[src/rtl/uart_pkg.sv]
// Shared UART definitions: transmitter FSM states, parity selectors and line levels.
// Imported by the TX datapath and reusable by the RX side.
package uart_pkg;

    localparam int DEF_DATA_WIDTH = 8;

    typedef enum logic [2:0] {
        IDLE   = 3'd0,
        START  = 3'd1,
        DATA   = 3'd2,
        PARITY = 3'd3,
        STOP   = 3'd4
    } tx_state_t;

    localparam logic PAR_EVEN  = 1'b0;
    localparam logic PAR_ODD   = 1'b1;

    localparam logic START_BIT = 1'b0;
    localparam logic STOP_BIT  = 1'b1;

endpackage : uart_pkg

[src/rtl/uart_tx_if.sv]
// Byte-offer bus between the system controller (master) and the UART transmitter (slave),
// including the serial line and the Busy back-pressure signal.
interface uart_tx_if
    import uart_pkg::*;
#(
    parameter int DATA_WIDTH = DEF_DATA_WIDTH
);

    logic [DATA_WIDTH-1:0] p_data;
    logic                  data_valid;
    logic                  par_en;
    logic                  par_typ;
    logic                  tx_out;
    logic                  busy;

    modport master (
        output p_data,
        output data_valid,
        output par_en,
        output par_typ,
        input  tx_out,
        input  busy
    );

    modport slave (
        input  p_data,
        input  data_valid,
        input  par_en,
        input  par_typ,
        output tx_out,
        output busy
    );

endinterface : uart_tx_if

[src/rtl/uart_parity_calc.sv]
// Combinational parity generator for a UART payload; even or odd selected by i_par_typ.
// Shared between the transmitter and the receiver's parity checker.
module uart_parity_calc
    import uart_pkg::*;
#(
    parameter int DATA_WIDTH = DEF_DATA_WIDTH
) (
    input  logic [DATA_WIDTH-1:0] i_data,
    input  logic                  i_par_typ,
    output logic                  o_parity
);

    assign o_parity = (i_par_typ == PAR_ODD) ? ~^i_data : ^i_data;

endmodule : uart_parity_calc

[src/rtl/uart_tx.sv]
// UART transmitter: serialises one byte per frame as start, LSB-first data, optional parity, stop.
// One serial bit per i_clk cycle; TX line and Busy come straight from registers.
module uart_tx
    import uart_pkg::*;
#(
    parameter int DATA_WIDTH = DEF_DATA_WIDTH
) (
    input  logic     i_clk,
    input  logic     i_rst_n,
    uart_tx_if.slave bus
);

    localparam int                CNT_W    = (DATA_WIDTH > 1) ? $clog2(DATA_WIDTH) : 1;
    localparam logic [CNT_W-1:0] LAST_BIT = CNT_W'(DATA_WIDTH - 1);

    tx_state_t             r_state;
    tx_state_t             w_next_state;
    logic [DATA_WIDTH-1:0] r_shift;
    logic [DATA_WIDTH-1:0] w_next_shift;
    logic [DATA_WIDTH-1:0] w_shift_rot;
    logic [CNT_W-1:0]      r_count;
    logic [CNT_W-1:0]      w_next_count;
    logic                  r_par_en;
    logic                  w_next_par_en;
    logic                  r_par_typ;
    logic                  w_next_par_typ;
    logic                  r_tx;
    logic                  w_next_tx;
    logic                  r_busy;
    logic                  w_next_busy;
    logic                  w_parity;
    logic                  w_accept;

    // The shift register rotates rather than shifts, so after DATA_WIDTH bits it holds the
    // latched byte again and the parity generator sees the original payload.
    assign w_shift_rot = {r_shift[0], r_shift[DATA_WIDTH-1:1]};
    assign w_accept    = bus.data_valid && ((r_state == IDLE) || (r_state == STOP));

    uart_parity_calc #(
        .DATA_WIDTH (DATA_WIDTH)
    ) u_parity_calc (
        .i_data    (r_shift),
        .i_par_typ (r_par_typ),
        .o_parity  (w_parity)
    );

    always_comb begin
        w_next_state   = r_state;
        w_next_shift   = r_shift;
        w_next_count   = r_count;
        w_next_par_en  = r_par_en;
        w_next_par_typ = r_par_typ;
        w_next_tx      = r_tx;
        w_next_busy    = r_busy;

        case (r_state)
            IDLE: begin
                w_next_tx   = STOP_BIT;
                w_next_busy = 1'b0;
            end
            START: begin
                w_next_state = DATA;
                w_next_tx    = r_shift[0];
                w_next_shift = w_shift_rot;
                w_next_count = '0;
            end
            DATA: begin
                if (r_count == LAST_BIT) begin
                    if (r_par_en) begin
                        w_next_state = PARITY;
                        w_next_tx    = w_parity;
                    end else begin
                        w_next_state = STOP;
                        w_next_tx    = STOP_BIT;
                    end
                end else begin
                    w_next_tx    = r_shift[0];
                    w_next_shift = w_shift_rot;
                    w_next_count = r_count + CNT_W'(1);
                end
            end
            PARITY: begin
                w_next_state = STOP;
                w_next_tx    = STOP_BIT;
            end
            STOP: begin
                w_next_state = IDLE;
                w_next_tx    = STOP_BIT;
                w_next_busy  = 1'b0;
            end
            default: begin
                w_next_state = IDLE;
                w_next_tx    = STOP_BIT;
                w_next_busy  = 1'b0;
            end
        endcase

        // A new byte is only taken from IDLE or the stop cycle; this overrides the above.
        if (w_accept) begin
            w_next_state   = START;
            w_next_shift   = bus.p_data;
            w_next_count   = '0;
            w_next_par_en  = bus.par_en;
            w_next_par_typ = bus.par_typ;
            w_next_tx      = START_BIT;
            w_next_busy    = 1'b1;
        end
    end

    always_ff @(posedge i_clk or negedge i_rst_n) begin
        if (!i_rst_n) begin
            r_state   <= IDLE;
            r_shift   <= '0;
            r_count   <= '0;
            r_par_en  <= 1'b0;
            r_par_typ <= PAR_EVEN;
            r_tx      <= STOP_BIT;
            r_busy    <= 1'b0;
        end else begin
            r_state   <= w_next_state;
            r_shift   <= w_next_shift;
            r_count   <= w_next_count;
            r_par_en  <= w_next_par_en;
            r_par_typ <= w_next_par_typ;
            r_tx      <= w_next_tx;
            r_busy    <= w_next_busy;
        end
    end

    assign bus.tx_out = r_tx;
    assign bus.busy   = r_busy;

endmodule : uart_tx

[src/flat_wrapper.sv]
// flat-port wrapper written by rule: the top's interface ports become plain ports
module uart_tx_flat import uart_pkg::*;
#(
    parameter int DATA_WIDTH = DEF_DATA_WIDTH
)
  (i_clk, i_rst_n, bus_p_data, bus_data_valid, bus_par_en, bus_par_typ, bus_tx_out, bus_busy);
  uart_tx_if #(.DATA_WIDTH(DATA_WIDTH)) bus_i ();
  input  logic i_clk;
  input  logic i_rst_n;
  input wire logic [$bits(bus_i.p_data)-1:0] bus_p_data;
  input wire logic [$bits(bus_i.data_valid)-1:0] bus_data_valid;
  input wire logic [$bits(bus_i.par_en)-1:0] bus_par_en;
  input wire logic [$bits(bus_i.par_typ)-1:0] bus_par_typ;
  output wire logic [$bits(bus_i.tx_out)-1:0] bus_tx_out;
  output wire logic [$bits(bus_i.busy)-1:0] bus_busy;
  assign bus_i.p_data = bus_p_data;
  assign bus_i.data_valid = bus_data_valid;
  assign bus_i.par_en = bus_par_en;
  assign bus_i.par_typ = bus_par_typ;
  assign bus_tx_out = bus_i.tx_out;
  assign bus_busy = bus_i.busy;
  uart_tx #(.DATA_WIDTH(DATA_WIDTH)) u_core (.i_clk(i_clk), .i_rst_n(i_rst_n), .bus(bus_i));
endmodule
[config.mk]
export PLATFORM = sky130hd
export DESIGN_NAME = uart_tx_flat
export DESIGN_NICKNAME = d
export VERILOG_FILES = /design/src/rtl/uart_pkg.sv /design/src/rtl/uart_tx_if.sv /design/src/rtl/uart_parity_calc.sv /design/src/rtl/uart_tx.sv /design/src/flat_wrapper.sv
export SDC_FILE = /design/constraint.sdc
export NUM_CORES = 1
export LEC_CHECK = 0
export CORE_MARGIN = 1
export CORE_UTILIZATION = 54
export CTS_CLUSTER_DIAMETER = 40
export DETAILED_ROUTE_END_ITERATION = 16
export GPL_ROUTABILITY_DRIVEN = 0
export MAX_ROUTING_LAYER = met4
export PLACE_DENSITY = 0.89
export SYNTH_ARGS = -nofsm -noshare
export SYNTH_HDL_FRONTEND = slang
export SYNTH_SLANG_ARGS = --single-unit
[constraint.sdc]
create_clock -name i_clk -period 5.08 [get_ports i_clk]
set_clock_uncertainty 0.1 [all_clocks]
set_input_delay 0.762 -clock i_clk [delete_from_list [all_inputs] [get_ports i_clk]]
set_output_delay 0.762 -clock i_clk [all_outputs]
set_load 0.05 [all_outputs]
# [After elaboration in Yosys (flattened, before gate mapping)]
# Cells that the tools add are included.
[word_totals] ff_bits=18 output_inout_bits=2 inputBits=13
[classes] reduce_logical=9 add_sub_neg=1 mux=17 n_eq_ne=9
[ops] cell="$mux W8" n=2
[ops] cell="$pmux W8 S2" n=1
[ops] cell="$mux W3" n=5
[ops] cell="$pmux W3 S4" n=1
[ops] cell="$reduce_xnor A8 Y1" n=1
[ops] cell="$reduce_xor A8 Y1" n=1
[ops] cell="$eq A3 B2 Y1 const B" n=2
[ops] cell="$eq A3 B3 Y1 const B" n=2
[ops] cell="$mux W1" n=6
[ops] cell="$pmux W3 S2" n=1
[ops] cell="$ne A2 B1 Y1 const B" n=2
[ops] cell="$reduce_and A2 Y1" n=2
[ops] cell="$add A3 B1 Y3 const B" n=1
[ops] cell="$eq A3 B1 Y1 const B" n=1
[ops] cell="$logic_not A3 Y1" n=1
[ops] cell="$ne A3 B1 Y1 const B" n=1
[ops] cell="$ne A3 B2 Y1 const B" n=1
[ops] cell="$reduce_bool A3 Y1" n=1
[ops] cell="$reduce_or A3 Y1" n=1
[ops] cell="$pmux W1 S2" n=1
[ops] cell="$logic_and A1 B1 Y1" n=1
[ops] cell="$logic_or A1 B1 Y1" n=1

# [Logic depth before layout (Yosys ltp)]
# Gate-level depths: netlist of run 1.
[logic_depth] word_depth=6 depth_mapped=7 ltp_nobuf=6

# [Modules after synthesis]
# A second synthesis of run 1 with hierarchy kept.
[hier_totals] hier_cells=88 area_unflattened_um2=947.2
[by_module_without_submodules] module="uart_tx" cells_each=81 area_per_inst_um2=864.6 seq_area_each_um2=451.7 instances=1
[by_module_without_submodules] module="uart_parity_calc" cells_each=7 area_per_inst_um2=82.6 seq_area_each_um2=0.0 instances=1

# [Worst setup path after synthesis of run 1]
# No wires, ideal clock.
[synth_timing] kind="flip-flop to flip-flop" start="register u_core.r_count[0]" end="register u_core.r_shift[0]" setup_ps=126 stages_incl_launch_ff=8 arrival_ps=1800 n_path_buf=1 slack_ps=3053 cell_sequence="dfrtp_1 -> ha_1 -> ha_1 -> or3b_4 -> a21oi_4 -> buf_6 -> nor3_2 -> a221o_1"
[synth_between] elab_chain_cells=3
[synth_rtl] element="start, declared" line_no="uart_tx.sv:21" text="logic [CNT_W-1:0] r_count;"
[synth_rtl] element="start signal, assigned" line_no="uart_tx.sv:122" text="r_count <= w_next_count;"
[synth_rtl] element="$eq A3 B3 Y1" line_no="uart_tx.sv:68" text="if (r_count == LAST_BIT) begin"
[synth_rtl] element="$ne A3 B2 Y1 (no source line)"
[synth_rtl] element="$reduce_and A2 Y1 (no source line)"
[synth_rtl] element="end signal, assigned" line_no="uart_tx.sv:121" text="r_shift <= w_next_shift;"
[synth_rtl] element="end, declared" line_no="uart_tx.sv:18" text="logic [DATA_WIDTH-1:0] r_shift;"
# No other way between the ends.
# A chain may end at the register's enable or synchronous reset.

# [Worst setup path after layout of run 1]
[layout_timing] start="register u_core.r_tx, in the netlist u_core.bus.tx_out" end="output bus_tx_out"
[layout_rtl] element="start, declared" line_no="uart_tx.sv:27" text="logic r_tx;"
[layout_rtl] element="start signal, assigned" line_no="uart_tx.sv:125" text="r_tx <= w_next_tx;"
[layout_rtl] element="end, declared" line_no="flat_wrapper.sv:14" text="output wire logic [$bits(bus_i.tx_out)-1:0] bus_tx_out;"
# No word-level cell between the ends.

==> results of run 1 <==
## stage by stage
stage | worst slack, ps | util, % | area, um2
after floorplan | 3050 | - | 906
after global routing | 2590 | 70.5 | 1090
after detailed placement | 2810 | 68.1 | 1050
after CTS | 2600 | 70.5 | 1090
final | 2610 | 70.5 | 1090
after global placement | 2840 | 68.1 | 1050
## layout make-up
| class | instances | area share (%) |
|---|---|---|
| Tap cell | 16 | 1.84 |
| Clock buffer | 4 | 3.34 |
| Timing Repair Buffer | 14 | 12.9 |
| Multi-Input combinational cell | 61 | 39.6 |
| Inverter | 2 | 0.691 |
| Sequential cell | 18 | 41.6 |
## cells in the final DEF, fill, tap and decap left out
cell type,n
nand3_1,2
and2_1,1
xnor2_1,4
o21ai_0,2
nand3b_1,1
dfrtp_1,17
nor2_1,5
inv_1,2
a21oi_1,4
clkbuf_4,3
or2_2,1
dfstp_2,1
ha_1,2
xor2_1,2
a22o_1,5
nand2b_1,4
nand2_1,11
and3_1,2
a221oi_1,1
o211ai_1,1
a221o_1,1
nor3b_1,1
clkbuf_8,1
clkdlybuf4s50_1,14
nor3_2,1
a21oi_4,1
mux2i_1,2
xnor3_1,1
or3b_4,1
a21o_1,5
## state kept, by name, indices dropped and copies added, names as in the netlist
register           flops
u_core.bus.tx_out      1
u_core.r_par_en        1
u_core.bus.busy        1
u_core.r_count         3
u_core.r_state         3
u_core.r_par_typ       1
u_core.r_shift         8
## power groups by stage
stage	combinational (mW)	clock, mW	sequential [mW]
after detailed placement	0.374	0	0.270
after global placement	0.367	0	0.265
after CTS	0.377	0.0898	0.266
after floorplan	0.293	0	0.284
final	0.373	0.0884	0.267
after global routing	0.410	0.0948	0.275
## cell families after synthesis
logic type      synth area share, %
simple gates                   17.3
compound gates                 17.0
flops                          49.9
xor+xnor                       8.29
buf+inv                        2.62
mux                            2.21
fa+ha+maj                      2.76
## how the worst max path moves through the flow
stage / start / endpoint / slack (ps) / cells after the start
floorplan: u_core.r_count[0] / u_core.r_shift[0] / 3050 / 7
global placement: bus_data_valid / u_core.r_shift[2] / 2840 / 4
detailed placement: bus_data_valid / u_core.r_shift[6] / 2810 / 4
CTS: u_core.bus.tx_out / bus_tx_out / 2600 / 1
global route: u_core.bus.tx_out / bus_tx_out / 2590 / 1
finish: u_core.bus.tx_out / bus_tx_out / 2610 / 1
## layer usage
metal  vias to the layer above  GRT usage, %  part of all wire [%]
met4                         0          9.09                   1.7
met3                         4          3.83                   4.6
met1                       314          29.8                    47
met2                        21          30.3                    47
li1                        323             -                     -
met5                         -             -                     0
==> flow_summary.toml, run 1 <==
[power]
power_mw = 0.728
clockPowerShare_pct = 12.1
p_leak_nw = 0.521
p_per_area_nw_per_um2 = 671
net-switching-power_mw = 0.277
sw_frac_of_total_pct = 38.0
combPwrFrac_pct = 51.3
peakVddDrop_mv = 0.380
seq_power_share_pct = 36.6
intPower_mw = 0.452

[sta]
rsz0062_at_grt = "false"
final.period_utilization_pct = 48.6
clock.fmax_mhz = 405
finalSetupTns_ps = 0
fin_crit_ps = 2470
max_slew_margin_pct = 47.8
hold_violations = 0
final_max_slew_viol_count = 0
hold_ws_ps = 426
tightest_slew_ps = 780
setup_viol = 0

[floorplanning]
core_region_area_um2 = 1540
die-width_um = 43.0
start_util_pct = 58.8
die_height_um = 43.0
pin_count = 15
core.rowCount = 14
dieArea_um2 = 1850

[setup_path]
reg2reg_slack_ps = 2840
endpoint_kind = "primary output"
worstPathCellList = "clkdlybuf4s50_1"
cp-start-kind = "flop"
reg2regPathDepth = 6
cp.arrival_ps = 1610
cp_slowest_cell = "clkdlybuf4s50_1"
worst-path-max-fanout = 1
criticalPathCategory = "flop to primary output"
required_ps = 4220
reg2reg_to = "u_core.r_shift[1]"
r2r-start = "u_core.r_count[0]"
cp_num_buf_inv = 1
critical_path.top_delay_family = "buffers and inverters"
slowest_delay_ps = 790

[clock_network]
cts.path.max_buffers = 2
cts.repair.resized = 0
tritoncts = "yes"
cts-buffers-inserted = 3
post_cts_buffers = 0
cts.htree.levels = 1
cts_root_buf = "clkbuf_4"
clock-sinks = 18
postCtsHoldBufs = 0
clkSlewWorstSetupHoldPaths_ps = 100
worstSkewPairLatency_ps = 290

[hold_path]
worstHoldPathType = "flop to flop"
min_from = "u_core.r_par_typ"
min_to = "u_core.r_par_typ"
min_path_cells = 2

[yosys]
synth_top_area_share_pct = 47.0
synth_common_cells = "dfrtp_1 (17), nand2_1 (11), a21o_1 (5), a22o_1 (5), nor2_1 (5)"
yosysUniqueCellTypes = 29
synthCells = 83
yosysWarnings = 0
synthesis.nets = 98
async_flop_share_pct = 100
synth_top_flop_cell = "dfrtp_1"
ys_seq_area_share_pct = 49.9
yosysMostFrequentCell = "dfrtp_1"
ys_ff_latch = 18
yosysTopAreaCell = "dfrtp_1"
avgSynthCellArea_um2 = 10.9
ys_top_cells_by_area = "dfrtp_1 (47%), a22o_1 (4.8%), nand2_1 (4.6%)"
synth_enable_flop_cells = 0
synth_area_um2 = 906

[layout]
antennaDiodeCount = 0
instances_no_fill = 115
drive_gt1_share_pct = 9.09
regArea_um2 = 452
area_growth_pct = 19.9
multi_input_area_um2 = 430
fin_nets = 115
fillers = 122

[outcome]
status = "completed"

[routing]
vias = 662
dr.pass1.iters = 5
route.detailed.drc = 0
post_drt_wl_per_cell_um = 13.7
ant_nets = 0
drt_wl_total_um = 1580
via_per_inst = 5.76
drtIter0Drc = 15

[global_routing]
grt_pass1_vias = 638
antenna_found_initial = 0
grt_pass1_wl_um = 2800
grt_use_total_pct = 21.2
grt_overflow_total = 0
grt_max_degree = 19

[place]
port_buffers = 14
place_inst = 111

[job]
cap_violations = 0
Power figures use the tool's default switching activity.
==> run 2: changes to the inputs <==
--- a/config.mk
+++ b/config.mk
@@ -6,12 +6,12 @@
 export NUM_CORES = 1
 export LEC_CHECK = 0
 export CORE_MARGIN = 1
-export CORE_UTILIZATION = 54
+export CORE_UTILIZATION = 51
 export CTS_CLUSTER_DIAMETER = 40
 export DETAILED_ROUTE_END_ITERATION = 16
 export GPL_ROUTABILITY_DRIVEN = 0
 export MAX_ROUTING_LAYER = met4
-export PLACE_DENSITY = 0.89
+export PLACE_DENSITY = 0.85
 export SYNTH_ARGS = -nofsm -noshare
 export SYNTH_HDL_FRONTEND = slang
 export SYNTH_SLANG_ARGS = --single-unit
==> constraint.sdc (replaced) <==
create_clock -name i_clk -period 2.46 [get_ports i_clk]
set_clock_uncertainty 0.1 [all_clocks]
set_input_delay 0.369 -clock i_clk [delete_from_list [all_inputs] [get_ports i_clk]]
set_output_delay 0.369 -clock i_clk [all_outputs]
set_load 0.05 [all_outputs]
==> flow_summary.toml, run 2 (synthesis gave the netlist of run 1 again) <==
[outcome]
status = "finished, violations left"
failed_checks = "design-rule violations"

[routing]
drt_wl_total_um = 1600
met1_length_um = 776
wl_met3_um = 62
via_per_inst = 5.65
top_layer = "met4"
route.detailed.drc = 1
met2_wirelength_um = 730
dr.pass1.iters = 10
ant_nets = 0
drtIter0Drc = 15
post_drt_wl_per_cell_um = 13.9
vias = 650

[clock_network]
cts.htree.levels = 1
clock-sinks = 18
cts-buffers-inserted = 3
tritoncts = "yes"
cts.path.max_buffers = 2
worstSkewPairLatency_ps = 290
cts_root_buf = "clkbuf_4"
cts.repair.resized = 0
postCtsHoldBufs = 0
clkSlewWorstSetupHoldPaths_ps = 100
post_cts_buffers = 0

[layout]
layout_commonest_cell = "dfrtp_1"
top_regs = "u_core.r_shift: 8 flops, u_core.r_count: 3 flops, u_core.r_state: 3 flops"
drive_gt1_share_pct = 8.08
fillers = 126
antennaDiodeCount = 0
area_growth_pct = 18.8
largest_register_ffs = 8
fin_nets = 115
layout_common_cells = "dfrtp_1 (17), clkdlybuf4s50_1 (14), nand2_1 (11)"
fin_util_pct = 68.3
instances_no_fill = 115
largest_register = "u_core.r_shift"

[global_routing]
grt_pass1_wl_um = 2910
grt_pass1_vias = 667
grt_overflow_total = 0
grt_max_degree = 19
grt_use_total_pct = 21.2
antenna_found_initial = 0

[job]
cap_violations = 0

[place]
port_buffers = 14
place_inst = 111
dp_hpwl_um = 1200

[setup_path]
endpoint_kind = "flop"
crit_top_cell = "ha_1"
slowest_delay_ps = 410
reg2regPathDepth = 6
reg2reg_to = "u_core.r_shift[6]"
crit_start = "u_core.r_count[0]"
criticalPathCategory = "flop to flop"
r2r-start = "u_core.r_count[0]"
cp-start-kind = "flop"
cp_slowest_cell = "dfrtp_1"
required_ps = 2550
reg2reg_slack_ps = 260
critPathCapture = "u_core.r_shift[6]"
worst-path-max-fanout = 16
worstPathCellList = "ha_1, ha_1, or3b_4, a21oi_4, nor2_1, a21o_1"
cp.arrival_ps = 2300

[power]
power_mw = 1.48
p_per_area_nw_per_um2 = 1370
p_leak_nw = 0.515
peakVddDrop_mv = 0.716

[hold_path]
min_path_cells = 2
worstHoldPathType = "flop to flop"

[floorplanning]
dieArea_um2 = 1950
pin_count = 15
die-width_um = 44.1
die_height_um = 44.1
core_region_area_um2 = 1580
core.rowCount = 14
start_util_pct = 57.5

[sta]
final_max_slew_viol_count = 0
fin_crit_ps = 2200
rsz0062_at_grt = "false"
clock.fmax_mhz = 454
setup_viol = 0
hold_violations = 0
final.period_utilization_pct = 89.6
finalSetupTns_ps = 0
tightest_slew_ps = 752
max_slew_margin_pct = 49.7
## run 2: layer usage
metal	GRT usage, %	vias up
li1	-	325
met3	4.08	5
met4	9.09	0
met5	-	-
met2	32.4	13
met1	27.7	307
## run 2: worst min path at each step
stage                                from               to
final                     u_core.r_par_en  u_core.r_par_en
after global routing      u_core.r_par_en  u_core.r_par_en
after CTS                 u_core.r_par_en  u_core.r_par_en
after detailed placement  u_core.r_par_en  u_core.r_par_en
after global placement    u_core.r_par_en  u_core.r_par_en
after floorplan                   i_rst_n  u_core.bus.busy
## run 2: cell type report
cell class | count | area (um2) | area share [%]
clock buffer | 4 | 26.3 | 2.44
inverter | 2 | 7.51 | 0.698
multi-input combinational | 61 | 430 | 40.0
tap | 16 | 20.0 | 1.86
sequential | 18 | 452 | 42.0
timing repair buffer | 14 | 140 | 13.0
## run 2: report_power, final
group / switching, mW / leakage (nW) / internal [mW]
registers: 0.119 / 0.223 / 0.432
clock network: 0.0900 / 0.0150 / 0.0632
logic: 0.364 / 0.277 / 0.410
## run 2: stage by stage
| step | hold slack (ps) | cell area [um2] | setup WS (ps) |
|---|---|---|---|
| global placement | 377 | 1050 | 324 |
| CTS | 401 | 1080 | 261 |
| finish | 401 | 1080 | 256 |
| detailed placement | 376 | 1050 | 277 |
| global route | 453 | 1080 | 118 |
| floorplan | -26.6 | 906 | 433 |
## run 2: worst max-delay path, delay by kind of cell, from the launching register on
family          cells  cell delay (ps)
flops               1              410
compound gates      2              590
fa+ha+maj           2              430
simple gates        2              560
==> run 3: changes to the inputs <==
==> constraint.sdc (replaced) <==
create_clock -name i_clk -period 2.2 [get_ports i_clk]
set_clock_uncertainty 0.1 [all_clocks]
set_input_delay 0.33 -clock i_clk [delete_from_list [all_inputs] [get_ports i_clk]]
set_output_delay 0.33 -clock i_clk [all_outputs]
set_load 0.05 [all_outputs]
==> flow_summary.toml, run 3 (synthesis gave the netlist of run 1 again) <==
[clock_network]
clkSlewWorstSetupHoldPaths_ps = 110
cts.repair.resized = 0
cts.path.max_buffers = 2
clock-sinks = 18
postCtsHoldBufs = 0
tritoncts = "yes"
worstSkewPairLatency_ps = 300
cts_root_buf = "clkbuf_4"
cts-buffers-inserted = 3
cts.htree.levels = 1
post_cts_buffers = 0

[setup_path]
cp.arrival_ps = 2210
required_ps = 2290
endpoint_kind = "flop"
cp-start-kind = "flop"
worst-path-max-fanout = 7
criticalPathCategory = "flop to flop"

[floorplanning]
start_util_pct = 57.5
pin_count = 15
core.rowCount = 14
die-width_um = 44.1
core_region_area_um2 = 1580
dieArea_um2 = 1950
die_height_um = 44.1

[power]
power_mw = 1.79
p_leak_nw = 0.544
p_per_area_nw_per_um2 = 1590
peakVddDrop_mv = 0.757

[routing]
route.detailed.drc = 0
drtIter0Drc = 14
drt_wl_total_um = 1750
post_drt_wl_per_cell_um = 14.7
via_per_inst = 5.82
dr.pass1.iters = 7
vias = 693
ant_nets = 0

[place]
port_buffers = 14
dp_hpwl_um = 1230
place_inst = 114

[layout]
area_growth_pct = 24.6
largest_register_ffs = 8
fin_nets = 119
top_regs = "u_core.r_shift: 8 flops, u_core.r_count: 3 flops, u_core.r_state: 3 flops"
instances_no_fill = 119
layout_commonest_cell = "dfrtp_1"
multi_input_area_um2 = 430
fillers = 121
drive_gt1_share_pct = 12.6
largest_register = "u_core.r_shift"
antennaDiodeCount = 0
regArea_um2 = 452
layout_common_cells = "dfrtp_1 (17), clkdlybuf4s50_1 (14), nand2_1 (11)"

[sta]
hold_violations = 0
hold_ws_ps = 247
setup_viol = 0
rsz0062_at_grt = "false"
final.period_utilization_pct = 96.1
final_max_slew_viol_count = 0
finalSetupTns_ps = 0
max_slew_margin_pct = 67.1
fin_crit_ps = 2110
tightest_slew_ps = 492
clock.fmax_mhz = 473

[global_routing]
antenna_found_initial = 0
grt_use_total_pct = 21.2
gr-usage-met1_pct = 29.1
grt_max_degree = 19
grt_pass1_wl_um = 2930
top_usage_layer = "met2"
grt_overflow_total = 0
grt_util_met3_pct = 3.67
use_met2_pct = 31.2
grt_pass1_vias = 667

[outcome]
status = "completed"

[hold_path]
worstHoldPathType = "input pin to async pin"

[job]
cap_violations = 0
[run 3: cell count changes in the layout (fill, tap and decap cells not counted)]
| cell | before | now |
|---|---|---|
| clkbuf_1 | 1 | 0 |
| buf_4 | 0 | 3 |
| buf_12 | 0 | 1 |
| clkbuf_8 | 0 | 1 |
[run 3: final timing paths]
path / cells past startpoint / endpoint / slack [ps] / startpoint
setup reg to reg: 7 / u_core.r_shift[0] / 90 / u_core.r_count[0]
min in group i_clk: 2 / u_core.r_par_en / 410 / u_core.r_par_en
setup / recovery: 7 / u_core.r_shift[0] / 90 / u_core.r_count[0]
max in group asynchronous: 2 / u_core.bus.tx_out / 1500 / i_rst_n
hold reg to reg: 2 / u_core.r_par_en / 410 / u_core.r_par_en
hold / removal: 2 / u_core.r_state[0] / 250 / i_rst_n
[run 3: critical path, cell delays in order, from the launching register on]
cell	delay, ps
dfrtp_1	420
ha_1	210
ha_1	230
or3b_4	400
a21oi_4	200
buf_12	150
nor3_2	40
a221o_1	270
[run 3: cell type report]
| class | instances | area share (%) |
|---|---|---|
| tap | 16 | 1.77 |
| timing repair buffer | 18 | 16.2 |
| multi-input combinational | 61 | 38.1 |
| inverter | 2 | 0.665 |
| sequential | 18 | 40.0 |
| clock buffer | 4 | 3.22 |
[run 3: per-stage QoR]
stage	utilization [%]	instance area [um2]	setup slack, ps
5_1_grt	71.6	1130	0.228
2_1_floorplan	-	906	173
3_3_place_gp	68.0	1070	143
6_report	71.6	1130	86.2
4_1_cts	70.3	1110	63.6
3_5_place_dp	68.0	1070	73.8
[run 3: report_power, final]
group	internal, mW	switching (mW)	leakage, nW
Sequential	0.483	0.137	0.223
Combinational	0.531	0.435	0.301
Clock	0.101	0.107	0.0210
Total	1.11	0.679	0.544
[run 3: routing by layer]
layer	routed length, um	vias up
met5	0	-
met4	23	0
met3	64	2
met2	835	16
met1	826	345
li1	-	330
